## src/rtl/spi_slave_byte.sv

```systemverilog
// spi_slave_byte
// Byte-oriented SPI slave running in the sys_clk domain. sclk, n_cs and mosi
// are oversampled through synchronizers. Received bytes go to a FIFO write
// port, and transmit bytes come from a show-ahead FIFO read port.
//
// Ports:
//   sys_clk, n_rst      system clock (rising edge), async active-low reset
//   sclk, n_cs, mosi    SPI pins from the master (asynchronous)
//   miso, miso_oe       serial data to the master, MSB first, and its enable
//   tx_data, tx_empty   TX FIFO head and empty flag
//   tx_rdreq            one-cycle TX FIFO pop
//   rx_data, rx_wrreq   received byte and its one-cycle write strobe
//   frame_active        high while a frame is in progress
//   frame_err           one-cycle pulse on a partial byte or a TX underrun
//
// state  | meaning
// IDLE   | no frame; waiting for an armed n_cs fall
// ACTIVE | frame in progress; sample/shift on sclk edges
module spi_slave_byte #(
    parameter bit         CPOL        = 1'b1,
    parameter bit         CPHA        = 1'b0,
    parameter int         SYNC_STAGES = 2,
    parameter logic [7:0] IDLE_BYTE   = 8'hFF
) (
    input  logic       sys_clk,
    input  logic       n_rst,
    input  logic       sclk,
    input  logic       n_cs,
    input  logic       mosi,
    output logic       miso,
    output logic       miso_oe,
    input  logic [7:0] tx_data,
    input  logic       tx_empty,
    output logic       tx_rdreq,
    output logic [7:0] rx_data,
    output logic       rx_wrreq,
    output logic       frame_active,
    output logic       frame_err
);

    typedef enum logic {IDLE = 1'b0, ACTIVE = 1'b1} state_t;

    state_t r_state, w_next_state;

    logic [SYNC_STAGES-1:0] r_sclk_sync, r_cs_sync, r_mosi_sync;
    logic                   r_sclk_d, r_cs_d;
    logic [SYNC_STAGES:0]   r_warm;
    logic                   r_armed;
    logic [7:0]             r_tx_reg;
    logic [6:0]             r_rx_shift;
    logic [2:0]             r_rx_cnt;
    logic                   r_byte_done;
    logic [7:0]             r_rx_data;
    logic                   r_rx_wrreq, r_tx_rdreq, r_frame_err;

    logic w_sclk_s, w_cs_s, w_mosi_s;
    logic w_sclk_rise, w_sclk_fall, w_cs_rise, w_cs_fall;
    logic w_leading, w_trailing, w_sample_edge, w_shift_edge;
    logic w_start, w_end, w_sample, w_shift, w_load;

    assign w_sclk_s = r_sclk_sync[SYNC_STAGES-1];
    assign w_cs_s   = r_cs_sync[SYNC_STAGES-1];
    assign w_mosi_s = r_mosi_sync[SYNC_STAGES-1];

    assign w_sclk_rise = ~r_sclk_d & w_sclk_s;
    assign w_sclk_fall = r_sclk_d & ~w_sclk_s;
    assign w_cs_rise   = ~r_cs_d & w_cs_s;
    assign w_cs_fall   = r_cs_d & ~w_cs_s;

    assign w_leading     = CPOL ? w_sclk_fall : w_sclk_rise;
    assign w_trailing    = CPOL ? w_sclk_rise : w_sclk_fall;
    assign w_sample_edge = CPHA ? w_trailing : w_leading;
    assign w_shift_edge  = CPHA ? w_leading : w_trailing;

    always_ff @(posedge sys_clk or negedge n_rst) begin
        if (!n_rst) begin
            r_sclk_sync <= {SYNC_STAGES{CPOL}};
            r_cs_sync   <= {SYNC_STAGES{1'b1}};
            r_mosi_sync <= '0;
            r_sclk_d    <= CPOL;
            r_cs_d      <= 1'b1;
            r_warm      <= '0;
            r_armed     <= 1'b0;
        end else begin
            r_sclk_sync <= {r_sclk_sync[SYNC_STAGES-2:0], sclk};
            r_cs_sync   <= {r_cs_sync[SYNC_STAGES-2:0], n_cs};
            r_mosi_sync <= {r_mosi_sync[SYNC_STAGES-2:0], mosi};
            r_sclk_d    <= w_sclk_s;
            r_cs_d      <= w_cs_s;
            r_warm      <= {r_warm[SYNC_STAGES-1:0], 1'b1};
            // The chains reset to n_cs high, so only trust a high level once
            // every stage holds a real pin sample; this keeps n_cs held low
            // through reset release from looking like a fresh fall.
            if (r_warm[SYNC_STAGES] && w_cs_s && r_cs_d)
                r_armed <= 1'b1;
        end
    end

    always_ff @(posedge sys_clk or negedge n_rst) begin
        if (!n_rst) r_state <= IDLE;
        else        r_state <= w_next_state;
    end

    // n_cs edges take priority over any sclk edge detected in the same cycle.
    always_comb begin
        w_next_state = r_state;
        w_start      = 1'b0;
        w_end        = 1'b0;
        w_sample     = 1'b0;
        w_shift      = 1'b0;
        case (r_state)
            IDLE: begin
                if (w_cs_fall && r_armed) begin
                    w_next_state = ACTIVE;
                    w_start      = 1'b1;
                end
            end
            ACTIVE: begin
                if (w_cs_rise) begin
                    w_next_state = IDLE;
                    w_end        = 1'b1;
                end else if (w_sample_edge) begin
                    w_sample = 1'b1;
                end else if (w_shift_edge) begin
                    w_shift = 1'b1;
                end
            end
            default: w_next_state = IDLE;
        endcase
    end

    assign w_load = w_start | (w_shift & r_byte_done);

    always_ff @(posedge sys_clk or negedge n_rst) begin
        if (!n_rst) begin
            r_tx_reg    <= '0;
            r_rx_shift  <= '0;
            r_rx_cnt    <= '0;
            r_byte_done <= 1'b0;
            r_rx_data   <= '0;
            r_rx_wrreq  <= 1'b0;
            r_tx_rdreq  <= 1'b0;
            r_frame_err <= 1'b0;
        end else begin
            r_rx_wrreq  <= 1'b0;
            r_tx_rdreq  <= 1'b0;
            r_frame_err <= 1'b0;
            if (w_load) begin
                if (tx_empty) begin
                    r_tx_reg    <= IDLE_BYTE;
                    r_frame_err <= 1'b1;
                end else begin
                    r_tx_reg   <= tx_data;
                    r_tx_rdreq <= 1'b1;
                end
            end
            if (w_start) begin
                r_rx_cnt    <= '0;
                r_byte_done <= 1'b0;
                r_rx_shift  <= '0;
            end
            if (w_end && r_rx_cnt != 3'd0)
                r_frame_err <= 1'b1;
            if (w_sample) begin
                r_rx_shift <= {r_rx_shift[5:0], w_mosi_s};
                r_rx_cnt   <= r_rx_cnt + 3'd1;
                if (r_rx_cnt == 3'd7) begin
                    r_rx_data   <= {r_rx_shift, w_mosi_s};
                    r_rx_wrreq  <= 1'b1;
                    r_byte_done <= 1'b1;
                end
            end
            // With rx_cnt at 0 and no byte pending, bit 7 is already on miso
            // (first leading edge when CPHA=1), so hold.
            if (w_shift) begin
                if (r_byte_done)
                    r_byte_done <= 1'b0;
                else if (r_rx_cnt != 3'd0)
                    r_tx_reg <= {r_tx_reg[6:0], 1'b0};
            end
        end
    end

    assign frame_active = (r_state == ACTIVE);
    assign miso         = frame_active ? r_tx_reg[7] : 1'b0;
    assign miso_oe      = frame_active;
    assign tx_rdreq     = r_tx_rdreq;
    assign rx_data      = r_rx_data;
    assign rx_wrreq     = r_rx_wrreq;
    assign frame_err    = r_frame_err;

endmodule

```

## config.mk

```make
export PLATFORM = sky130hd
export DESIGN_NAME = spi_slave_byte
export DESIGN_NICKNAME = d
export VERILOG_FILES = /design/src/rtl/spi_slave_byte.sv
export SDC_FILE = /design/constraint.sdc
export NUM_CORES = 1
export LEC_CHECK = 0
export CAP_MARGIN = 20
export CORE_MARGIN = 2
export CORE_UTILIZATION = 51
export DETAILED_ROUTE_END_ITERATION = 8
export PLACE_DENSITY_LB_ADDON = 0.15
export SYNTH_ARGS = -nofsm -noshare
export SYNTH_HDL_FRONTEND = slang
export SYNTH_SLANG_ARGS = --single-unit
```

## constraint.sdc

```tcl
create_clock -name sys_clk -period 2.2 [get_ports sys_clk]
set_clock_uncertainty 0.2 [all_clocks]
set_input_delay 0.33 -clock sys_clk [delete_from_list [all_inputs] [get_ports sys_clk]]
set_output_delay 0.33 -clock sys_clk [all_outputs]
set_load 0.02 [all_outputs]
```

---- Word level (Yosys, flattened, before mapping) ----
Cells that the tools add are included.
word-level totals
  output and inout bits ................... 14
  word-level logic and storage cells ...... 71
  bits of input ports ..................... 14
  register bits ........................... 43
cells by class
  multiplexer cells ....................... 35
  reductions and logical operators ........ 7
  bitwise operators ....................... 11
  equality and inequality tests ........... 1
  add/subtract/negate cells ............... 1
operators by type and width
  cell                                                            number
  8-bit 2-to-1 mux                                                5
  1-bit 2-to-1 mux                                                25
  7-bit 2-to-1 mux                                                2
  3-bit 2-to-1 mux                                                2
  1-bit AND                                                       5
  1-bit inverter                                                  5
  1-bit logical AND                                               4
  3-bit by 1-bit adder with 3-bit output (second input constant)  1
  3-bit == test (second input constant)                           1
  3-bit nonzero test                                              1
  1-bit case mux with 2 select lines                              1
  2-bit AND reduction                                             1
  2-bit nonzero test                                              1
  1-bit bitwise OR                                                1

---- Logic depth before layout (Yosys ltp) ----
Gate-level depths: netlist of the first run.
  word-level depth ........................ 12
  mapped depth ............................ 7
  mapped depth without buffers ............ 6

---- Worst setup path after synthesis of the first run ----
No wires, ideal clock.
  path kind ............................... register -> register
  start ................................... reg r_cs_d
  end ..................................... reg r_rx_data[1], in the netlist rx_data[1]
  data arrival time ....................... 1.410 ns
  data required time ...................... 1.872 ns
  slack ................................... 0.463 ns
  stages on the path, launching flop included .. 5
  setup time .............................. 0.128 ns
  period minus slack after synthesis ...... 1.737 ns
  buffers on the path ..................... 0
  cells stage by stage .................... dfstp_2 > nand2b_2 > and4b_1 > nand2_2 > mux2_1
between the ends
  longest elaborated chain between the ends .. 5
RTL lines
  what                           RTL line  text
  from (decl)                    46        logic r_sclk_d, r_cs_d;
  from (signal assigned)         89        r_cs_d <= w_cs_s;
  1-bit inverter                 67        assign w_cs_rise = ~r_cs_d & w_cs_s;
  1-bit AND                      67
  1-bit 2-to-1 mux               119       if (w_cs_rise) begin
  1-bit 2-to-1 mux               111       case (r_state)
  2-bit AND reduction (no line)  n/a
  to (signal assigned)           168       r_rx_data <= {r_rx_shift, w_mosi_s};
  to (decl)                      53        logic [7:0] r_rx_data;
Every way passes these cells.
A chain may end at the register's enable or synchronous reset.

---- Worst setup path in the final report of the first run ----
  start ................................... reg r_state, in the netlist frame_active
  end ..................................... out miso
between the ends
  longest elaborated chain between the ends .. 1
RTL lines
  what                    RTL line  text
  from (decl)             43        state_t r_state, w_next_state;
  from (signal assigned)  101       else r_state <= w_next_state;
  1-bit 2-to-1 mux        185       assign miso = frame_active ? r_tx_reg[7] : 1'b0;
  to (decl)               30        output logic miso,
Every way passes these cells.

==> impl_metrics.py, run 1 <==
metrics = {
    "worst_setup_path": {
        "critical_path_required_ps": 1670,
        "r2r_end": "rx_data[7]",
        "cp-end-kind": "output pin",
        "cp.arrival_ps": 1580,
        "startpoint_type": "flip-flop",
        "timing_worst_setup_path_type": "reg2out",
        "crit_fanout": 10,
        "reg2reg_depth": 4,
        "reg2reg_from": "r_cs_d",
        "r2r_slack_ps": 310,
    },
    "layout": {
        "final_common_cell": "dfrtp_1",
        "fin_util": 0.675,
        "drive_gt1_frac": 0.214,
        "design_area_mm2": 0.00209,
        "finalNonFillerCells": 203,
        "antennaDiodeCount": 0,
        "fillers": 249,
        "area_delta_synth_final_pct": 24.7,
        "mostFrequentLayoutCells": "dfrtp_1 (36), clkdlybuf4s50_1 (26), nand2_1 (11)",
        "final_nets": 175,
    },
    "drt": {
        "drtIter0Drc": 60,
        "drt-pass1-iter-count": 6,
        "wirelength_um": 2840,
        "drc": 0,
        "drtAntennaViolNets": 0,
        "vias_per_cell": 5.30,
        "via_count": 1076,
        "wl_per_cell_um": 14.0,
    },
    "synth": {
        "synth_cell_types": 29,
        "syn_area_mm2": 0.00168,
        "synthArstFlopShare": 1.00,
        "ys_warn_count": 0,
        "synth_nets": 142,
        "syn_inst": 125,
        "syn_avg_cell_area_um2": 13.4,
        "synth_edf_count": 0,
        "synth_seq_cells": 43,
        "synth_flop_cell": "dfrtp_1",
        "ys_seq_area_frac": 0.645,
    },
    "floorplan": {
        "die-area_mm2": 0.00377,
        "ios": 28,
        "rows": 20,
        "initial_utilization": 0.541,
        "core_mm2": 0.00310,
        "die_h_um": 61.4,
        "die_x_um": 61.4,
    },
    "cts": {
        "clkSinkCount": 43,
        "cts_tree": "yes",
        "h-tree-depth": 2,
        "root_buffer": "clkbuf_4",
        "numCtsBuffers": 5,
        "clk_path_buf_depth": 2,
        "clk_latency_ps": 350,
        "postCtsSetupRepairBufs": 0,
        "clk_pin_slew_ps": 110,
    },
    "timing": {
        "hold_slack_ps": 161,
        "slew_viol_final": 0,
        "period_minus_slack_ps": 2110,
        "max-slew-margin-rel": 0.661,
        "setup_tns_ps": 0,
        "finalCritPeriodShare": 0.958,
        "rsz0062_at_grt": "no",
        "layout_setup_ws_ps": 91.8,
        "tightest_slew_ps": 509,
        "setup_viol": 0,
        "fmax_mhz": 474,
        "hold_viol": 0,
    },
    "pwr": {
        "powerDensity_mw_per_mm2": 867,
        "ir_worst_vdd_uv": 400,
        "p_total_mw": 1.82,
        "leakagePower_nw": 0.939,
    },
    "placed_design": {
        "place_ws_ps": 306,
        "placed_cells": 194,
        "dp_hpwl_um": 2000,
        "portBuffers": 27,
        "gp_congestion": 0.734,
        "dpl_cell_area_mm2": 0.00200,
    },
    "global_route": {
        "grt_max_degree": 44,
        "grt_pass1_vias": 1122,
        "antenna_found_initial": 0,
        "grt_pass1_wl_um": 4850,
        "grt_overflow": 0,
        "grtUsageTotal": 0.179,
    },
    "run": {
        "maxCapViolations": 0,
    },
    "hold_path": {
        "hold_path_class": "reg2reg",
        "min_to": "r_warm[2]",
        "whs_path_depth": 0,
        "hp-start": "r_warm[1]",
    },
    "status": {
        "outcome": "finished clean",
    },
}
area by class of cell:
type,instances,area [um^2],share of cell area
sequential,43,1080,0.518
multi-input combinational,74,558,0.267
timing repair buffer,31,298,0.142
tap,44,55.1,0.0263
clock buffer,6,51.3,0.0245
clock inverter,2,35.0,0.0167
inverter,3,11.3,0.00538
synth_stat cells (2+ instances only):
cell / n / area (um^2)
a22o_1: 10 / 87.6
buf_2: 3 / 15.0
dfrtp_1: 37 / 926
dfstp_2: 6 / 158
ha_1: 3 / 37.5
inv_1: 3 / 11.3
mux2_1: 3 / 33.8
mux2_2: 6 / 67.6
nand2_1: 11 / 41.3
nor2_1: 10 / 37.5
nor2b_1: 2 / 12.5
nor3_1: 9 / 45.0
o31ai_1: 5 / 37.5
o31ai_2: 2 / 25.0
repair_timing:
| item | CTS | global route |
|---|---|---|
| hold endpoints to repair | 37 | 0 |
| gates resized for setup | 1 | 0 |
| endpoints found under the setup margin | 1 | 0 |
| hold buffers | 1 | 0 |
worst max-delay path, stage by stage, from the launching register on:
cell and delay [ps]:
dfrtp_2 480, and2_1 160, clkdlybuf4s50_1 600
cells by family after synthesis:
logic type | count (synthesis) | share of synthesized area
adders and majority gates | 3 | 0.0224
and+or+nand+nor | 40 | 0.127
AOI/OAI and AO/OA | 21 | 0.120
muxes | 9 | 0.0604
buffers and inverters | 8 | 0.0224
DFF | 43 | 0.645
other | 1 | 0.00223
power breakdown:
group | total, mW | switching [mW] | internal [mW]
Combinational | 0.313 | 0.153 | 0.160
Clock | 0.511 | 0.242 | 0.269
Sequential | 0.992 | 0.0782 | 0.913
layer usage:
layer	part of all wire	vias to the layer above	wire, um	track usage
met4	0.015	0	42	0.0638
met3	0.052	5	148	0.0567
li1	-	506	-	-
met2	0.50	26	1420	0.316
met1	0.43	539	1230	0.205
met5	0	-	0	0
how the worst max path moves through the flow:
stage,startpoint,endpoint,slack [ps],cells past startpoint
floorplan,r_cs_d,rx_data[1],460,4
global placement,r_cs_d,rx_data[7],380,4
detailed placement,r_cs_d,rx_data[7],310,4
CTS,frame_active,miso,80,2
global route,frame_active,miso,8,2
finish,frame_active,miso,90,2
No activity file was read; power rests on OpenSTA's default activity.
==> run 2, diff against run 1 <==
- TNS_END_PERCENT: unset -> 30
==> results of run 2 <==
No change in the layout: final DEF, timing and power equal those of run 1.
==> run 3, diff against run 2 <==
- PLACE_DENSITY: unset -> 0.83
- PLACE_DENSITY_LB_ADDON: 0.15 -> unset
==> run 3 against run 2 <==
Net effect:
- die area unchanged
- utilization shrank 1.2 points
- routed wire length is 3.5% higher
- largest cell class unchanged
==> impl_metrics.py, run 3 (synthesis results as in run 1) <==
metrics = {
    "status": {
        "outcome": "finished clean",
    },
    "floorplan": {
        "die-area_mm2": 0.00377,
        "initial_utilization": 0.541,
        "core_mm2": 0.00310,
        "die_h_um": 61.4,
        "ios": 28,
        "die_x_um": 61.4,
        "rows": 20,
    },
    "layout": {
        "final_nets": 175,
        "final_common_cell": "dfrtp_1",
        "drive_gt1_frac": 0.195,
        "mostFrequentLayoutCells": "dfrtp_1 (36), clkdlybuf4s50_1 (26), nand2_1 (11)",
        "area_delta_synth_final_pct": 22.4,
        "antennaDiodeCount": 0,
        "fin_util": 0.663,
    },
    "drt": {
        "drtAntennaViolNets": 0,
        "drt-pass1-iter-count": 4,
        "via_count": 1084,
        "wirelength_um": 2940,
        "wl_per_cell_um": 14.5,
        "vias_per_cell": 5.34,
        "drtIter0Drc": 46,
        "drc": 0,
    },
    "worst_setup_path": {
        "cp-end-kind": "output pin",
        "timing_worst_setup_path_type": "reg2out",
        "crit_fanout": 10,
        "r2r_slack_ps": 290,
        "critPathLaunch": "frame_active",
        "reg2reg_from": "r_sclk_sync[1]",
        "reg2reg_depth": 4,
        "startpoint_type": "flip-flop",
        "critical_path_required_ps": 1670,
        "cp.arrival_ps": 1550,
    },
    "placed_design": {
        "portBuffers": 27,
        "gp_congestion": 0.772,
        "dp_hpwl_um": 2070,
    },
    "timing": {
        "slew_viol_final": 0,
        "rsz0062_at_grt": "no",
        "period_minus_slack_ps": 2080,
        "max-slew-margin-rel": 0.664,
        "fmax_mhz": 481,
        "finalCritPeriodShare": 0.945,
        "setup_tns_ps": 0,
        "tightest_slew_ps": 503,
        "setup_viol": 0,
        "hold_viol": 0,
    },
    "global_route": {
        "grtUsageTotal": 0.179,
        "top_usage_layer": "met2",
        "met2_usage": 0.325,
        "use_met1": 0.187,
        "grt_use_met3": 0.0651,
        "grt_pass1_wl_um": 4710,
        "grt_overflow": 0,
        "antenna_found_initial": 0,
        "grt_pass1_vias": 1136,
        "grt_max_degree": 44,
    },
    "cts": {
        "numCtsBuffers": 5,
        "clkSinkCount": 43,
        "postCtsSetupRepairBufs": 0,
        "clk_path_buf_depth": 2,
        "h-tree-depth": 2,
        "clk_latency_ps": 350,
        "root_buffer": "clkbuf_4",
        "cts_tree": "yes",
        "clk_pin_slew_ps": 100,
    },
    "run": {
        "maxCapViolations": 0,
    },
    "pwr": {
        "powerDensity_mw_per_mm2": 807,
        "ir_worst_vdd_uv": 486,
        "leakagePower_nw": 0.917,
    },
    "hold_path": {
        "whs_path_depth": 0,
        "hp-start": "r_cs_sync[0]",
        "hold_path_class": "reg2reg",
    },
}
==> run 3: critical path: stages (launching register included) <==
cell,delay (ps)
dfrtp_2,470
and2_1,150
clkdlybuf4s50_1,590
==> run 3: metrics by stage <==
step | hold slack [ps] | area (um^2) | total power [mW] | instances | setup WS (ps)
floorplan | -166 | 1680 | 1.19 | 125 | 463
global placement | 133 | 2000 | 1.29 | 194 | 368
detailed placement | 136 | 2000 | 1.33 | 194 | 291
CTS | 166 | 2060 | 1.68 | 203 | 91.6
global route | 156 | 2060 | 1.76 | 203 | 32.0
finish | 164 | 2060 | 1.66 | 203 | 121
==> run 3: worst paths after layout <==
path / end
max: miso
min: r_cs_sync[1]
max reg2reg: r_tx_reg[2]
min reg2reg: r_cs_sync[1]
max in group asynchronous: r_sclk_d
min in group asynchronous: r_tx_reg[1]
==> run 3: power by group <==
group	leakage, nW	switching, mW	internal [mW]
Clock	0.0265	0.221	0.128
Sequential	0.530	0.0826	0.914
Combinational	0.361	0.155	0.160
Total	0.917	0.458	1.20
==> run 3: final cells by class <==
type,instances,area (um^2)
timing repair buffer,31,298
multi-input combinational,74,558
tap,44,55.1
sequential,43,1080
clock buffer,8,48.8
inverter,3,11.3
fill,261,1050
==> run 3: what timing repair did <==
action / in CTS / in global routing
resized for setup: 1 / 0
endpoints found under the setup margin: 1 / 0
hold buffers: 1 / 0
hold endpoints to repair: 37 / 0
==> run 3: routing by layer <==
metal | up-vias | wire length, um | part of all wire
met5 | - | 0 | 0
met2 | 42 | 1560 | 0.53
met1 | 537 | 1170 | 0.40
met3 | 3 | 183 | 0.062
met4 | 0 | 25 | 0.0085
li1 | 502 | - | -
